### src/rtl/uart_rx_cmd_ctrl.sv
// Command sequencer behind the UART receiver: decodes framed write/read/config
// commands, masters the register file, forwards read data to the UART TX.
module uart_rx_cmd_ctrl #(
  parameter int unsigned           DATA_WIDTH     = 8,
  parameter int unsigned           ADDR_WIDTH     = 4,
  parameter int unsigned           PRESCALE_WIDTH = 5,
  parameter int unsigned           RD_TIMEOUT     = 16,
  parameter logic [DATA_WIDTH-1:0] WR_CMD         = 8'hAA,
  parameter logic [DATA_WIDTH-1:0] RD_CMD         = 8'hBB,
  parameter logic [DATA_WIDTH-1:0] CFG_CMD        = 8'hCC,
  parameter int unsigned           RST_PRESCALE   = 8,
  parameter logic                  RST_PAR_EN     = 1'b1,
  parameter logic                  RST_PAR_TYP    = 1'b0
) (
  input  logic                      CLK,
  input  logic                      RST,
  input  logic [DATA_WIDTH-1:0]     RX_P_DATA,
  input  logic                      RX_D_VLD,
  input  logic [DATA_WIDTH-1:0]     RF_RdData,
  input  logic                      RF_RdData_Valid,
  input  logic                      TX_Busy,
  output logic [PRESCALE_WIDTH-1:0] Prescale,
  output logic                      PAR_EN,
  output logic                      PAR_TYP,
  output logic [ADDR_WIDTH-1:0]     RF_Address,
  output logic [DATA_WIDTH-1:0]     RF_WrData,
  output logic                      RF_WrEn,
  output logic                      RF_RdEn,
  output logic [DATA_WIDTH-1:0]     TX_P_DATA,
  output logic                      TX_D_VLD,
  output logic                      Busy,
  output logic                      Cmd_Err
);

  localparam int unsigned CNT_W = $clog2(RD_TIMEOUT) + 1;
  localparam logic [CNT_W-1:0] CNT_LAST = CNT_W'(RD_TIMEOUT - 1);

  typedef enum logic [2:0] {
    IDLE,
    WR_ADDR,
    WR_DATA,
    RD_ADDR,
    RD_WAIT,
    TX_SEND,
    CFG_DATA
  } state_t;

  state_t state, state_nxt;

  logic [CNT_W-1:0]          cnt, cnt_nxt;
  logic [PRESCALE_WIDTH-1:0] prescale_nxt;
  logic                      par_en_nxt, par_typ_nxt;
  logic [ADDR_WIDTH-1:0]     addr_nxt;
  logic [DATA_WIDTH-1:0]     wr_data_nxt, tx_data_nxt;
  logic                      wr_en_nxt, rd_en_nxt, tx_vld_nxt, err_nxt;

  // Config byte layout: [4:0] prescale, [5] parity enable, [6] parity type.
  logic [4:0] cfg_pre;
  logic       cfg_ok;

  assign cfg_pre = RX_P_DATA[4:0];
  assign cfg_ok  = (cfg_pre == 5'd8) || (cfg_pre == 5'd16);

  always_ff @(posedge CLK or negedge RST) begin
    if (!RST) begin
      state      <= IDLE;
      cnt        <= '0;
      Prescale   <= PRESCALE_WIDTH'(RST_PRESCALE);
      PAR_EN     <= RST_PAR_EN;
      PAR_TYP    <= RST_PAR_TYP;
      RF_Address <= '0;
      RF_WrData  <= '0;
      TX_P_DATA  <= '0;
      RF_WrEn    <= 1'b0;
      RF_RdEn    <= 1'b0;
      TX_D_VLD   <= 1'b0;
      Busy       <= 1'b0;
      Cmd_Err    <= 1'b0;
    end else begin
      state      <= state_nxt;
      cnt        <= cnt_nxt;
      Prescale   <= prescale_nxt;
      PAR_EN     <= par_en_nxt;
      PAR_TYP    <= par_typ_nxt;
      RF_Address <= addr_nxt;
      RF_WrData  <= wr_data_nxt;
      TX_P_DATA  <= tx_data_nxt;
      RF_WrEn    <= wr_en_nxt;
      RF_RdEn    <= rd_en_nxt;
      TX_D_VLD   <= tx_vld_nxt;
      Busy       <= (state_nxt != IDLE);
      Cmd_Err    <= err_nxt;
    end
  end

  always_comb begin
    state_nxt    = state;
    cnt_nxt      = cnt;
    prescale_nxt = Prescale;
    par_en_nxt   = PAR_EN;
    par_typ_nxt  = PAR_TYP;
    addr_nxt     = RF_Address;
    wr_data_nxt  = RF_WrData;
    tx_data_nxt  = TX_P_DATA;
    wr_en_nxt    = 1'b0;
    rd_en_nxt    = 1'b0;
    tx_vld_nxt   = 1'b0;
    err_nxt      = 1'b0;

    case (state)
      IDLE: begin
        if (RX_D_VLD) begin
          if (RX_P_DATA == WR_CMD)       state_nxt = WR_ADDR;
          else if (RX_P_DATA == RD_CMD)  state_nxt = RD_ADDR;
          else if (RX_P_DATA == CFG_CMD) state_nxt = CFG_DATA;
          else                           err_nxt   = 1'b1;
        end
      end

      WR_ADDR: begin
        if (RX_D_VLD) begin
          addr_nxt  = RX_P_DATA[ADDR_WIDTH-1:0];
          state_nxt = WR_DATA;
        end
      end

      WR_DATA: begin
        if (RX_D_VLD) begin
          wr_data_nxt = RX_P_DATA;
          wr_en_nxt   = 1'b1;
          state_nxt   = IDLE;
        end
      end

      RD_ADDR: begin
        if (RX_D_VLD) begin
          addr_nxt  = RX_P_DATA[ADDR_WIDTH-1:0];
          rd_en_nxt = 1'b1;
          cnt_nxt   = '0;
          state_nxt = RD_WAIT;
        end
      end

      // Read data wins over timeout when both land on the last wait cycle.
      RD_WAIT: begin
        err_nxt = RX_D_VLD;
        if (RF_RdData_Valid) begin
          tx_data_nxt = RF_RdData;
          state_nxt   = TX_SEND;
        end else if (cnt == CNT_LAST) begin
          err_nxt   = 1'b1;
          state_nxt = IDLE;
        end else begin
          cnt_nxt = cnt + CNT_W'(1);
        end
      end

      TX_SEND: begin
        err_nxt = RX_D_VLD;
        if (!TX_Busy) begin
          tx_vld_nxt = 1'b1;
          state_nxt  = IDLE;
        end
      end

      CFG_DATA: begin
        if (RX_D_VLD) begin
          if (cfg_ok) begin
            prescale_nxt = PRESCALE_WIDTH'(cfg_pre);
            par_en_nxt   = RX_P_DATA[5];
            par_typ_nxt  = RX_P_DATA[6];
          end else begin
            err_nxt = 1'b1;
          end
          state_nxt = IDLE;
        end
      end

      default: state_nxt = IDLE;
    endcase
  end

  a_one_strobe: assert property (@(posedge CLK) disable iff (!RST)
    $onehot0({RF_WrEn, RF_RdEn, TX_D_VLD}));

  a_busy_state: assert property (@(posedge CLK) disable iff (!RST)
    Busy == (state != IDLE));

endmodule

### config.mk
export PLATFORM = sky130hd
export DESIGN_NAME = uart_rx_cmd_ctrl
export DESIGN_NICKNAME = d
export VERILOG_FILES = /design/src/rtl/uart_rx_cmd_ctrl.sv
export SDC_FILE = /design/constraint.sdc
export NUM_CORES = 1
export LEC_CHECK = 0
export ABC_AREA = 1
export CAP_MARGIN = 20
export CORE_MARGIN = 2
export CORE_UTILIZATION = 49
export CTS_BUF_LIST = sky130_fd_sc_hd__clkbuf_2
export DETAILED_ROUTE_END_ITERATION = 12
export PLACE_DENSITY = 0.84
export RECOVER_POWER = 50
export SLEW_MARGIN = 20
export SYNTH_ARGS = -nofsm -noshare
export SYNTH_HDL_FRONTEND = slang
export SYNTH_SLANG_ARGS = --single-unit
### constraint.sdc
create_clock -name CLK -period 2.2 [get_ports CLK]
set_input_delay 0.22 -clock CLK [delete_from_list [all_inputs] [get_ports CLK]]
set_output_delay 0.22 -clock CLK [all_outputs]
set_load 0.05 [all_outputs]
==> flow_summary.ini <==
[outcome]
status = completed

[clock_tree]
cts_sinks = 40
cts_resized = 0
clk-insertion-delay-late_ns = 0.42
root_buffer = clkbuf_2
cts_hold_buf = 1
cts_max_level = 2
cts_tree = yes
clockBufferDepth = 2
cts_setup_buffers = 0
clkSlewWorstSetupHoldPaths_ns = 0.18
numCtsBuffers = 5

[global_routing]
grt_max_degree = 41
grt_pass1_wl_um = 6640
overflow = 0
grt_usage_pct = 20.6
grt_pass1_vias = 1483
antenna_found_initial = 0

[synthesis]
synth-xor-area-share_pct = 0.950
syn_area_sq_um = 1840
yosys.area.top_type_share_pct = 51.6
synthAdderAreaFrac_pct = 1.36
synth_seq_cells = 40
yosysTopAreaCell = dfrtp_1
muxShareOfSynthArea_pct = 0
yosysWarningCount = 0
synth_top_family_by_area = simple AND/OR/NAND/NOR gates
ys_types = 29
syn_area_per_cell_sq_um = 8.57
syn-num-nets = 238
ys_top_cells_by_area = dfrtp_1, nand2_1, inv_1
synth_compound_area_share_pct = 8.96
synth_cells = 215
seq_area_frac_synth_pct = 54.4
synth-simple-area-share_pct = 29.0

[sta]
worst_slew_pin_slew_ns = 0.948
min_period_ns = 2.01
slew_headroom_pct = 36.8
rsz0062_at_grt = no
period_share_pct = 91.2
hold_viol_final = 0
tns_ns = 0
final_max_slew_viol_count = 0
max_freq_ghz = 0.498
finClkSkew_ns = 0.00342
setup_viol = 0

[critical_path]
cp_data_required_time_ns = 1.98
r2r_slack_ns = 0.46
path_cells = clkdlybuf4s50_1
cp.arrival_ns = 1.79
crit_type = reg2out
cp_max_fo = 2
cpPeakStageDelay_ns = 0.79
crit_family = buffers and inverters
critPathLaunchType = register
crit_path_top_delay_cell = clkdlybuf4s50_1
cp-end-kind = output pin
worst-path-buf-inv = 1

[floorplanning]
core-area_sq_um = 3630
dieArea_sq_um = 4270
die-height_um = 65.3
die_x_um = 65.3
ioPinCount = 53
start_util_pct = 50.7
core.rowCount = 22

[cells_and_area]
nFillCells = 314
final_layout_size_suffix_gt1_share_pct = 8.73
syn_to_final_growth_pct = 33.3
fin_nets = 297
seq_area_sq_um = 1000
stdcell_area_sq_um = 2460
multiInputGateArea_sq_um = 719
n_antenna_cell = 0

[routing]
avgViaCountPerCell = 4.91
routed_wirelength_um = 3930
post_drt_wl_per_cell_um = 12.2
drc = 0
vias = 1585
drtPass1Iterations = 5
ant_nets = 0
drt-initial-drc-count = 72

[placement]
placed_area_sq_um = 2410
portBuffers = 52
gp_congestion = 0.902
dpl.hpwl_um = 2960

[pwr]
p_leak_nw = 1.19
peakVddDrop_mv = 0.762
powerDensity_nw_per_um2 = 1370

[worst_hold_path]
min_path_type = in2reg

[flow_run]
cap_violations = 0
==> report_power, final <==
group	total [mW]	switching, mW	internal (mW)
logic	1.79	1.22	0.571
clock network	0.421	0.236	0.185
registers	1.15	0.165	0.982
==> cell families (layout without fill, tap and decap cells) <==
logic type	Yosys count	after routing
simple gates	120	120
buf+inv	24	84
compound gates	27	27
flops	40	40
fa+ha+maj	2	2
xor+xnor	2	2
==> routing by layer <==
layer  track usage, %  part of all wire (%)
met5                0                     0
met4             10.9                   2.4
met3             3.94                   3.7
met2             35.3                    50
met1             24.5                    44
==> flip-flops by register name (all words and copies together) (netlist names) <==
register / flops
RF_WrData: 8
TX_P_DATA: 8
Prescale: 5
cnt: 5
RF_Address: 4
state: 3
Busy: 1
Cmd_Err: 1
PAR_EN: 1
PAR_TYP: 1
RF_RdEn: 1
RF_WrEn: 1
TX_D_VLD: 1
==> synth_stat cells <==
cell type,count
xnor2_1,1
nand4_1,1
nand3_2,1
a21oi_1,3
ha_1,2
nand2_4,2
nand2_1,82
a21oi_2,1
nor3_1,2
o21ai_1,5
dfstp_2,2
o31ai_1,2
xor2_1,1
and3_1,1
o21ai_0,12
a31oi_1,1
inv_2,6
o21bai_4,1
nand3_1,5
inv_1,17
o211ai_1,1
nand2_2,3
nor2_4,3
o21ai_2,1
nor2_2,4
dfrtp_1,38
nor3b_2,1
nor2_1,15
buf_6,1
==> path summary, 6_finish.rpt <==
check,from,to,depth (start not counted)
max in group asynchronous,RST,RF_WrData[6],2
worst min register to register,Prescale[3],Prescale[3],2
worst min-delay path,RF_RdData[3],TX_P_DATA[3],3
worst max register to register,state[0],Busy,7
worst max-delay path,Prescale[3],Prescale[3],1
min in group asynchronous,RST,RF_WrData[2],2
==> metrics by stage <==
step	std cells	utilization [%]	total power [mW]	setup WS [ns]	hold WS (ns)
3_3_place_gp	314	66.3	2.94	0.594	0.376
2_1_floorplan	215	-	2.39	0.699	-0.0756
6_report	323	67.6	3.36	0.194	0.308
3_5_place_dp	314	66.3	2.99	0.511	0.380
5_1_grt	323	67.6	3.55	0.145	0.292
4_1_cts	323	68.3	3.41	0.185	0.299
==> cells in the final DEF, fill, tap and decap left out, types with 2 or more instances in the layout <==
master            n
inv_2             4
nand2_4           2
nor2_1           19
o21ai_0          12
dfstp_2           2
clkinv_1          2
inv_1            19
nand3_1           5
a21oi_1           3
nor2_4            2
dlygate4sd3_1     2
nand2_1          83
o31ai_1           2
clkbuf_2          6
o21ai_1           5
nand2_2           2
dfrtp_1          38
nor3_1            2
clkdlybuf4s50_1  50
ha_1              2
==> layout make-up <==
type	count	area share (%)
clock buffers	5	1.02
multi-input cells	151	29.3
well taps	48	2.44
clock inverters	3	1.53
flip-flops and latches	40	40.8
inverters	23	3.51
repair buffers	53	21.4
(Power assumes the default switching activity.)
